<file path="config.mk">
export PLATFORM = sky130hd
export DESIGN_NAME = key_debounce_pulse_flat
export DESIGN_NICKNAME = d
export VERILOG_FILES = /design/src/rtl/key_debounce_pkg.sv /design/src/rtl/key_debounce_pulse_if.sv /design/src/rtl/key_debounce_cell.sv /design/src/rtl/key_debounce_pulse.sv /design/src/flat_wrapper.sv
export SDC_FILE = /design/constraint.sdc
export NUM_CORES = 1
export LEC_CHECK = 0
export ABC_CLOCK_PERIOD_IN_PS = 5590
export CORE_AREA = 2 2 86 130
export DETAILED_ROUTE_END_ITERATION = 7
export DIE_AREA = 0 0 88 132
export HOLD_SLACK_MARGIN = 0.1
export PLACE_DENSITY = 0.36
export SLEW_MARGIN = 20
export SYNTH_ARGS = -nofsm -noshare
export SYNTH_HDL_FRONTEND = slang
export SYNTH_SLANG_ARGS = --single-unit
</file>
<file path="constraint.sdc">
create_clock -name i_clk -period 5.59 [get_ports i_clk]
set_clock_uncertainty 0.15 [all_clocks]
set_input_delay 0.8385 -clock i_clk [delete_from_list [all_inputs] [get_ports i_clk]]
set_output_delay 0.8385 -clock i_clk [all_outputs]
set_load 0.03 [all_outputs]
</file>
<file path="src/rtl/key_debounce_pkg.sv">
// Shared types and defaults for the pushbutton debounce front-end.
// Latency: n/a (types and constants only).
// Backpressure: n/a.
package key_debounce_pkg;

  typedef enum logic [1:0] {
    S_RELEASED     = 2'd0,
    S_PRESS_WAIT   = 2'd1,
    S_PRESSED      = 2'd2,
    S_RELEASE_WAIT = 2'd3
  } key_state_t;

  // 10 ms stability window at 50 MHz
  localparam int DEFAULT_DEBOUNCE_CYCLES = 500000;

endpackage

</file>
<file path="src/rtl/key_debounce_pulse_if.sv">
// Key bundle between the raw pushbuttons and the conditioned press/release outputs.
// Latency: n/a (wiring only).
// Backpressure: none; pulses are fire-and-forget.
interface key_debounce_pulse_if #(
  parameter int N_KEYS = 2
);

  logic [N_KEYS-1:0] i_key_n;     // raw active-low buttons
  logic [N_KEYS-1:0] o_pressed;   // one-cycle press pulse
  logic [N_KEYS-1:0] o_released;  // one-cycle release pulse
  logic [N_KEYS-1:0] o_level;     // debounced level, 1 = held down

  // Board / stimulus side: drives the keys, consumes the pulses
  modport master (
    output i_key_n,
    input  o_pressed,
    input  o_released,
    input  o_level
  );

  // Conditioner side
  modport slave (
    input  i_key_n,
    output o_pressed,
    output o_released,
    output o_level
  );

endinterface

</file>
<file path="src/rtl/key_debounce_cell.sv">
// One key: 2-flop synchroniser, stability counter and press/release FSM with registered pulses.
// Latency: press/release pulse appears DEBOUNCE_CYCLES+3 edges after the raw input settles.
// Backpressure: none; each accepted edge yields exactly one single-cycle pulse.
module key_debounce_cell
  import key_debounce_pkg::*;
#(
  parameter int DEBOUNCE_CYCLES = DEFAULT_DEBOUNCE_CYCLES
) (
  input  logic i_clk,
  input  logic i_rst,
  input  logic i_key_n,
  output logic o_pressed,
  output logic o_released,
  output logic o_level
);

  localparam int CNT_W = (DEBOUNCE_CYCLES > 1) ? $clog2(DEBOUNCE_CYCLES) : 1;
  localparam logic [CNT_W-1:0] CNT_MAX = CNT_W'(DEBOUNCE_CYCLES - 1);

  logic             r_sync1;
  logic             r_sync2;
  key_state_t       r_state;
  logic [CNT_W-1:0] r_cnt;
  logic             r_pressed;
  logic             r_released;
  logic             r_level;

  key_state_t       w_state_nxt;
  logic [CNT_W-1:0] w_cnt_nxt;
  logic             w_pressed_nxt;
  logic             w_released_nxt;
  logic             w_level_nxt;

  // Synchroniser; resets to the released (high) level so reset never looks like a press
  always_ff @(posedge i_clk) begin
    if (i_rst) begin
      r_sync1 <= 1'b1;
      r_sync2 <= 1'b1;
    end else begin
      r_sync1 <= i_key_n;
      r_sync2 <= r_sync1;
    end
  end

  // Next-state logic: any disagreement during a wait state restarts from the stable state,
  // and the counter is cleared on every state entry so it can never wrap
  always_comb begin
    w_state_nxt    = r_state;
    w_cnt_nxt      = r_cnt;
    w_pressed_nxt  = 1'b0;
    w_released_nxt = 1'b0;
    w_level_nxt    = r_level;
    case (r_state)
      S_RELEASED: begin
        if (!r_sync2) begin
          w_state_nxt = S_PRESS_WAIT;
          w_cnt_nxt   = '0;
        end
      end
      S_PRESS_WAIT: begin
        if (r_sync2) begin
          w_state_nxt = S_RELEASED;
          w_cnt_nxt   = '0;
        end else if (r_cnt == CNT_MAX) begin
          w_state_nxt   = S_PRESSED;
          w_cnt_nxt     = '0;
          w_pressed_nxt = 1'b1;
          w_level_nxt   = 1'b1;
        end else begin
          w_cnt_nxt = r_cnt + CNT_W'(1);
        end
      end
      S_PRESSED: begin
        if (r_sync2) begin
          w_state_nxt = S_RELEASE_WAIT;
          w_cnt_nxt   = '0;
        end
      end
      S_RELEASE_WAIT: begin
        if (!r_sync2) begin
          w_state_nxt = S_PRESSED;
          w_cnt_nxt   = '0;
        end else if (r_cnt == CNT_MAX) begin
          w_state_nxt    = S_RELEASED;
          w_cnt_nxt      = '0;
          w_released_nxt = 1'b1;
          w_level_nxt    = 1'b0;
        end else begin
          w_cnt_nxt = r_cnt + CNT_W'(1);
        end
      end
      default: begin
        w_state_nxt = S_RELEASED;
        w_cnt_nxt   = '0;
      end
    endcase
  end

  // State, counter and registered outputs; reset drops any pulse about to be issued
  always_ff @(posedge i_clk) begin
    if (i_rst) begin
      r_state    <= S_RELEASED;
      r_cnt      <= '0;
      r_pressed  <= 1'b0;
      r_released <= 1'b0;
      r_level    <= 1'b0;
    end else begin
      r_state    <= w_state_nxt;
      r_cnt      <= w_cnt_nxt;
      r_pressed  <= w_pressed_nxt;
      r_released <= w_released_nxt;
      r_level    <= w_level_nxt;
    end
  end

  assign o_pressed  = r_pressed;
  assign o_released = r_released;
  assign o_level    = r_level;

endmodule

</file>
<file path="src/rtl/key_debounce_pulse.sv">
// Pushbutton conditioner: N_KEYS independent debounce cells producing press/release pulses.
// Latency: DEBOUNCE_CYCLES+3 edges from a settled raw edge to the pulse, per key.
// Backpressure: none; o_pressed[0] feeds i_start and o_pressed[1] feeds i_prev_random downstream.
module key_debounce_pulse
  import key_debounce_pkg::*;
#(
  parameter int N_KEYS          = 2,
  parameter int DEBOUNCE_CYCLES = DEFAULT_DEBOUNCE_CYCLES
) (
  input  logic                  i_clk,
  input  logic                  i_rst,
  key_debounce_pulse_if.slave   bus
);

  logic [N_KEYS-1:0] w_pressed;
  logic [N_KEYS-1:0] w_released;
  logic [N_KEYS-1:0] w_level;

  for (genvar g = 0; g < N_KEYS; g++) begin : g_key
    key_debounce_cell #(
      .DEBOUNCE_CYCLES (DEBOUNCE_CYCLES)
    ) u_cell (
      .i_clk      (i_clk),
      .i_rst      (i_rst),
      .i_key_n    (bus.i_key_n[g]),
      .o_pressed  (w_pressed[g]),
      .o_released (w_released[g]),
      .o_level    (w_level[g])
    );
  end

  assign bus.o_pressed  = w_pressed;
  assign bus.o_released = w_released;
  assign bus.o_level    = w_level;

endmodule

</file>
<file path="src/flat_wrapper.sv">
// flat-port wrapper written by rule: the top's interface ports become plain ports
module key_debounce_pulse_flat import key_debounce_pkg::*;
#(
  parameter int N_KEYS          = 2,
  parameter int DEBOUNCE_CYCLES = DEFAULT_DEBOUNCE_CYCLES
)
  (i_clk, i_rst, bus_i_key_n, bus_o_pressed, bus_o_released, bus_o_level);
  key_debounce_pulse_if #(.N_KEYS(N_KEYS)) bus_i ();
  input  logic i_clk;
  input  logic i_rst;
  input wire logic [$bits(bus_i.i_key_n)-1:0] bus_i_key_n;
  output wire logic [$bits(bus_i.o_pressed)-1:0] bus_o_pressed;
  output wire logic [$bits(bus_i.o_released)-1:0] bus_o_released;
  output wire logic [$bits(bus_i.o_level)-1:0] bus_o_level;
  assign bus_i.i_key_n = bus_i_key_n;
  assign bus_o_pressed = bus_i.o_pressed;
  assign bus_o_released = bus_i.o_released;
  assign bus_o_level = bus_i.o_level;
  key_debounce_pulse #(.N_KEYS(N_KEYS), .DEBOUNCE_CYCLES(DEBOUNCE_CYCLES)) u_core (.i_clk(i_clk), .i_rst(i_rst), .bus(bus_i));
endmodule
</file>
# Yosys cells after proc, flatten, opt, wreduce, memory -nomap -nowiden
# Cells that the tools add are included.
totals:
  regBits: 52
  elab_cells: 98
  in_bits: 4
classes:
  bitwise_logic: 6
  muxes: 38
  addsub: 2
  eq_ne: 24
  reduce_logical: 14
op_table:
  columns: ["operator", "count"]
  rows:
  - ["$mux 19", 10]
  - ["$pmux 19 s4", 2]
  - ["$add 19x1->19 const B", 2]
  - ["$eq 19x19->1 const B", 2]
  - ["$mux 2", 12]
  - ["$ne 2x2->1 const B", 12]
  - ["$pmux 2 s4", 2]
  - ["$ne 3x3->1 const B", 4]
  - ["$reduce_or 3->1", 4]
  - ["$mux 1", 10]
  - ["$reduce_and 5->1", 2]
  - ["$eq 2x2->1 const B", 4]
  - ["$reduce_and 4->1", 2]
  - ["$not 1->1", 6]
  - ["$eq 2x1->1 const B", 2]
  - ["$logic_not 2->1", 2]
  - ["$pmux 1 s2", 2]
  - ["$reduce_and 2->1", 2]
  - ["$reduce_bool 2->1", 2]

# Depth between registers and ports, before layout
# Gate-level depths: netlist (run 1).
depth:
  ltp_word: 4
  mapped_depth: 9
  depth_no_buf: 6

# By module
# From an unflattened synthesis (run 1), not the netlist that was laid out.
hier_totals:
  cells_unflattened: 283
  area_unflattened_um2: 2561.2
by_module_without_submodules:
  columns: ["mod", "seq_area_each_um2", "instances", "area_per_inst_um2", "cells_per_inst"]
  rows:
  - ["key_debounce_cell at u_core.g_key[0].u_cell", 520.5, 1, 1300.0, 144]
  - ["key_debounce_cell at u_core.g_key[1].u_cell", 520.5, 1, 1261.2, 139]

# Worst setup path before layout (run 1)
# No wires, ideal clock.
synth_timing:
  path_kind: "in2reg"
  from: "input port i_rst"
  to: "register u_core.g_key[1].u_cell.r_cnt[6]"
  required_time_ns: 5.368
  path_slack_ns: 3.525
  setup_ns: 0.072
  cell_stages: 6
  t_arrival_ns: 1.843
  cell_sequence: "nor3_1 > a21boi_1 > buf_2 > buf_2 > a21oi_1 > mux2i_1"
synth_rtl:
  columns: ["element", "line", "source"]
  rows:
  - ["from (decl)", "flat_wrapper.sv:10", "input logic i_rst;"]
  - ["to (signal assigned)", "key_debounce_cell.sv:109", "r_cnt <= w_cnt_nxt;"]
  - ["to (decl)", "key_debounce_cell.sv:23", "logic [CNT_W-1:0] r_cnt;"]

==> impl_metrics.yaml, run 1 <==
synth:
  syn_area_sq_mm: 0.00258
  synthFlopType: "dfxtp_1"
  syn_avg_cell_area_sq_um: 8.29
  yosys_warnings: 0
  synthArstFlopShare_pct: 0
  syn_nets: 317
  yosys-top-cells-area: "dfxtp_1 40%, a21oi_1 4.9%, nor2_1 4.2%, nand2_1 3.6%, nand3_1 3.3%"
  synth_seq_area_share_pct: 40.4
  ys_ff_latch: 52
  synth_edf_count: 0
  synth_top_cell_by_area: "dfxtp_1"
  synthDistinctLibCells: 56
  syn_inst: 311
  synthTopCellsByCount: "52 x dfxtp_1, 29 x nor2_1, 25 x a21oi_1, 25 x nand2_1, 17 x nand3_1"
  yosysMostFrequentCell: "dfxtp_1"
  yosysTopAreaCellShare_pct: 40.4
worst_setup_path:
  path_cells: "clkdlybuf4s50_1, nor3_1, a21boi_1, buf_4, o21ai_0, a31oi_1"
  rr_endpoint: "u_core.g_key[0].u_cell.r_cnt[7]"
  path_class: "in2reg"
  slowest_delay_ns: 0.62
  crit_path_top_delay_cell: "clkdlybuf4s50_1"
  critPathTopFamily: "buffers and inverters"
  path_depth: 6
  cp.arrival_ns: 2.90
  end_kind: "flop"
  cp_max_fo: 14
  r2r-start: "u_core.g_key[0].u_cell.r_cnt[0]"
  worst-path-buf-inv: 2
  cp-start-kind: "primary input"
  worstPathRequired_ns: 5.66
  regToRegSetupSlack_ns: 3.01
  reg2reg_depth: 6
placement:
  dp_hpwl_mm: 4.88
  gp_congestion: 0.754
  placedCellCount: 447
  port_buffers: 9
detailed_routing:
  wl_per_cell_microns: 14.5
  routed_via_density: 4.86
  drtIter0Drc: 65
  antenna_left: 0
  num_vias: 2212
  drtPass1Iterations: 4
  drc: 0
  wirelength_mm: 6.58
job:
  maxCapViolations: 0
timing:
  post-route-period-util_pct: 50.7
  hold_viol: 0
  slew_headroom_pct: 29.2
  setup_violations: 0
  finalCriticalPeriod_ns: 2.84
  rsz0062_at_grt: "no"
  slew_violations: 0
  setup_tns_ns: 0
  fmax_mhz: 353
  tightest_slew_ns: 1.05
clock_tree:
  clock-sinks: 52
  ctsHoldBuffers: 0
  cts_setup_buffers: 0
  clockRootBuffer: "clkbuf_16"
  clock_path_buffers: 2
  postCtsResizedCells: 0
  cts_tree: "yes"
  numCtsBuffers: 5
  clk_pin_slew_ns: 0.07
  insertion_delay_ns: 0.29
  htreeDepth: 2
min_path:
  worst_hold_path.endpoint: "u_core.g_key[1].u_cell.r_sync2"
  hp-start: "u_core.g_key[1].u_cell.r_sync1"
  hold_path_class: "reg2reg"
  worstHoldPathCells: 1
die:
  dieHeight_microns: 132
  io_pins: 10
  die_w_microns: 88
  initial_utilization_pct: 24.7
  row_count: 46
  dieArea_sq_mm: 0.0116
  core_sq_mm: 0.0104
grt:
  grt_max_degree: 21
  grt_pass1_vias: 2112
  grt_usage_pct: 12.2
  grt_antenna_before_repair: 0
  grt_first_pass_wirelength_mm: 11.0
  grt_overflow: 0
final_layout:
  drive_gt1_share_pct: 6.43
  fin_nets: 316
  seqCellArea_sq_mm: 0.00104
  fin_cells: 455
  n_antenna_cell: 0
  multi_input_area_sq_mm: 0.00140
  area_growth_pct: 14.0
  fillers: 1145
  final_core_util_pct: 28.2
run_status:
  status: "finished clean"
pwr:
  power_mw: 0.771
  power_leakage_nw: 0.975
  p_per_area_mw_per_mm2: 262
  ir_drop_mv: 0.126
-- through the flow --
step / setup WS [ns] / hold slack, ns / cell area, sq um
global placement: 2.53 / 0.247 / 2760
global route: 2.55 / 0.286 / 2940
finish: 2.75 / 0.263 / 2940
CTS: 2.79 / 0.268 / 2940
floorplan: 3.53 / 0.239 / 2580
detailed placement: 2.52 / 0.249 / 2760
-- routing by layer --
| layer | up-vias | track usage (%) | wire length [microns] |
|---|---|---|---|
| met5 | - | 0 | 0 |
| met4 | 0 | 5.98 | 130 |
| met3 | 10 | 2.19 | 87 |
| met2 | 15 | 22.0 | 3700 |
| met1 | 1057 | 13.2 | 2660 |
| li1 | 1130 | - | - |
-- flip-flops by register name, summed over array words and instances (netlist names), named ones only --
name                            count
u_core.g_key.u_cell.o_level         2
u_core.g_key.u_cell.o_pressed       2
u_core.g_key.u_cell.o_released      2
u_core.g_key.u_cell.r_cnt          38
u_core.g_key.u_cell.r_state         2
u_core.g_key.u_cell.r_sync1         2
u_core.g_key.u_cell.r_sync2         2
-- kinds of logic after synthesis --
kind of cell             after synthesis  synth area share, %
adder cells (fa/ha/maj)                2                0.971
flip-flops                            52                 40.4
multiplexers                           4                 1.55
XOR/XNOR                              12                 4.08
buffers and inverters                 27                 5.24
AND/OR/NAND/NOR                      145                 30.9
AO/OA/AOI/OAI                         69                 16.9
-- worst max-delay path by stage --
stage	startpoint	to
2_1_floorplan	i_rst	u_core.g_key[1].u_cell.r_cnt[6]
3_3_place_gp	i_rst	u_core.g_key[1].u_cell.r_cnt[5]
3_5_place_dp	i_rst	u_core.g_key[1].u_cell.r_cnt[5]
4_1_cts	i_rst	u_core.g_key[1].u_cell.r_cnt[13]
5_1_grt	i_rst	u_core.g_key[1].u_cell.r_cnt[13]
6_report	i_rst	u_core.g_key[1].u_cell.r_cnt[13]
-- layout by cell type, fill, tap and decap left out, drive strengths merged, types with 3 or more instances in the layout --
cell | synthesis | routed
xnor2 | 7 | 7
inv | 7 | 7
dfxtp | 52 | 52
a31oi | 8 | 8
nand3b | 4 | 4
nand3 | 18 | 18
or4 | 3 | 3
a21oi | 25 | 25
nand2 | 25 | 25
nand4 | 6 | 6
and3 | 10 | 10
xor2 | 5 | 5
or3 | 6 | 6
and4 | 3 | 3
buf | 11 | 3
clkdlybuf4s50 | 0 | 9
mux2i | 4 | 4
nor2 | 29 | 29
or2 | 5 | 5
nor4b | 3 | 3
o21ai | 13 | 13
a41oi | 4 | 4
nor4 | 5 | 5
a21o | 3 | 3
nand2b | 4 | 4
clkbuf | 9 | 6
nor3 | 13 | 13
-- worst register-to-register path, stage by stage (launching register included) --
cell,delay (ns)
dfxtp_1,0.40
ha_1,0.25
nand4_1,0.24
nor3_1,0.57
a31o_2,0.38
o21bai_1,0.36
nor2_1,0.11
-- final cells by class --
| cell class | instances | area share (%) |
|---|---|---|
| Multi-Input combinational cell | 232 | 47.7 |
| Sequential cell | 52 | 35.4 |
| Tap cell | 144 | 6.13 |
| Clock buffer | 6 | 4.73 |
| Timing Repair Buffer | 12 | 3.83 |
| Clock inverter | 2 | 1.32 |
| Inverter | 7 | 0.894 |
-- power breakdown --
part           internal, mW  total, mW  switching, mW
Sequential            0.373      0.376        0.00254
Combinational        0.0114     0.0305         0.0192
Clock                 0.224      0.365          0.140
Power figures use the tool's default switching activity.
==> inputs of run 2 (changes only) <==
- ABC_CLOCK_PERIOD_IN_PS: 5590 -> 2830
- clock period: 5.59 -> 2.83 ns (I/O delays scaled with it)
==> run 2 against run 1 <==
- sequential share of layout area down 0.25 points
- largest cell class unchanged
- sequential power grew 97%
- highest routed layer unchanged
- register-to-register slack got worse by 2.5 ns
- global-route usage down 0.23 points
==> impl_metrics.yaml, run 2 (synthesized netlist as in run 1, its figures left out) <==
clock_tree:
  postCtsResizedCells: 0
  ctsHoldBuffers: 0
  clock-sinks: 52
  htreeDepth: 2
  clockRootBuffer: "clkbuf_16"
  clock_path_buffers: 2
  clk_pin_slew_ns: 0.07
  cts_setup_buffers: 0
  cts_tree: "yes"
  numCtsBuffers: 5
  insertion_delay_ns: 0.29
worst_setup_path:
  cp_max_fo: 8
  crit_path_top_delay_cell: "dfxtp_1"
  cp-start-kind: "flop"
  path_class: "reg2reg"
  path_depth: 7
  path_cells: "ha_1, nand4_1, nor3_1, buf_4, a31o_2, o21bai_1, nor2_1"
  end_kind: "flop"
  worst-path-buf-inv: 1
  cp.arrival_ns: 2.31
  slowest_delay_ns: 0.39
  reg2reg_depth: 7
  critPathTopFamily: "compound AO/OA/AOI/OAI gates"
  worstPathRequired_ns: 2.84
timing:
  setup_violations: 0
  whs_ns: 0.259
  tightest_slew_ns: 0.691
  setup_tns_ns: 0
  fmax_mhz: 435
  rsz0062_at_grt: "no"
  post-route-period-util_pct: 81.2
  slew_headroom_pct: 53.8
  finalCriticalPeriod_ns: 2.30
  slew_violations: 0
  hold_viol: 0
placement:
  gp_congestion: 0.773
  port_buffers: 9
  placedCellCount: 453
  dp_hpwl_mm: 4.81
  placed_area_sq_mm: 0.00281
final_layout:
  fin_cells: 461
  final_cell_mix: "52 x dfxtp_1, 29 x nor2_1, 25 x nand2_1, 25 x a21oi_1, 17 x nand3_1"
  final_area_sq_mm: 0.00296
  final_common_cell: "dfxtp_1"
  largest_reg_flops: 38
  drive_gt1_share_pct: 8.20
  area_growth_pct: 14.9
  fin_nets: 322
  fillers: 1139
  n_antenna_cell: 0
  top_register: "u_core.g_key.u_cell.r_cnt"
die:
  core_sq_mm: 0.0104
  dieHeight_microns: 132
  initial_utilization_pct: 24.7
  row_count: 46
  dieArea_sq_mm: 0.0116
  io_pins: 10
  die_w_microns: 88
grt:
  grt_usage_pct: 12.0
  grt_overflow: 0
  grt_antenna_before_repair: 0
  grt_pass1_vias: 2214
  grt_first_pass_wirelength_mm: 11.0
  grt_max_degree: 32
detailed_routing:
  drtIter0Drc: 69
  antenna_left: 0
  drc: 0
  wl_per_cell_microns: 14.1
  num_vias: 2192
  wirelength_mm: 6.52
  drtPass1Iterations: 6
  routed_via_density: 4.75
min_path:
  hold_path_class: "reg2reg"
  worstHoldPathCells: 1
pwr:
  ir_drop_mv: 0.170
  p_per_area_mw_per_mm2: 488
  power_leakage_nw: 0.988
job:
  maxCapViolations: 0
run_status:
  status: "finished clean"
-- run 2: power by group --
group          total, mW  switching, mW  internal [mW]  leakage, nW
sequential         0.742        0.00486          0.737        0.420
clock              0.642          0.289          0.353       0.0691
combinational     0.0616         0.0379         0.0237        0.499
total               1.45          0.332           1.11        0.988
-- run 2: path summary, 6_finish.rpt --
kind / from / to / slack, ns
worst min-delay path: u_core.g_key[0].u_cell.r_sync1 / u_core.g_key[0].u_cell.r_sync2 / 0.26
worst max-delay path: u_core.g_key[0].u_cell.r_cnt[0] / u_core.g_key[0].u_cell.r_cnt[9] / 0.53
worst min register to register: u_core.g_key[0].u_cell.r_sync1 / u_core.g_key[0].u_cell.r_sync2 / 0.26
worst max register to register: u_core.g_key[0].u_cell.r_cnt[0] / u_core.g_key[0].u_cell.r_cnt[9] / 0.53
-- run 2: final cells by class --
class | count | area (sq um) | area share [%]
sequential | 52 | 1040 | 35.2
timing repair buffer | 18 | 158 | 5.33
clock buffer | 6 | 139 | 4.69
tap | 144 | 180 | 6.09
inverter | 7 | 26.3 | 0.888
clock inverter | 2 | 15.0 | 0.507
multi-input combinational | 232 | 1400 | 47.3
-- run 2: stage by stage --
step	util (%)	worst slack [ns]	power, mW
after floorplan	-	0.793	0.800
after global placement	26.9	0.458	0.823
after detailed placement	26.9	0.498	0.823
after CTS	28.4	0.484	1.48
after global routing	28.4	0.311	1.50
final	28.4	0.531	1.45
-- run 2: per-layer routing --
layer	vias up	routed length, microns	GRT usage [%]
li1	1140	-	-
met1	1021	2660	13.0
met2	19	3540	21.6
met3	12	137	2.13
met4	0	182	5.81
met5	-	0	0
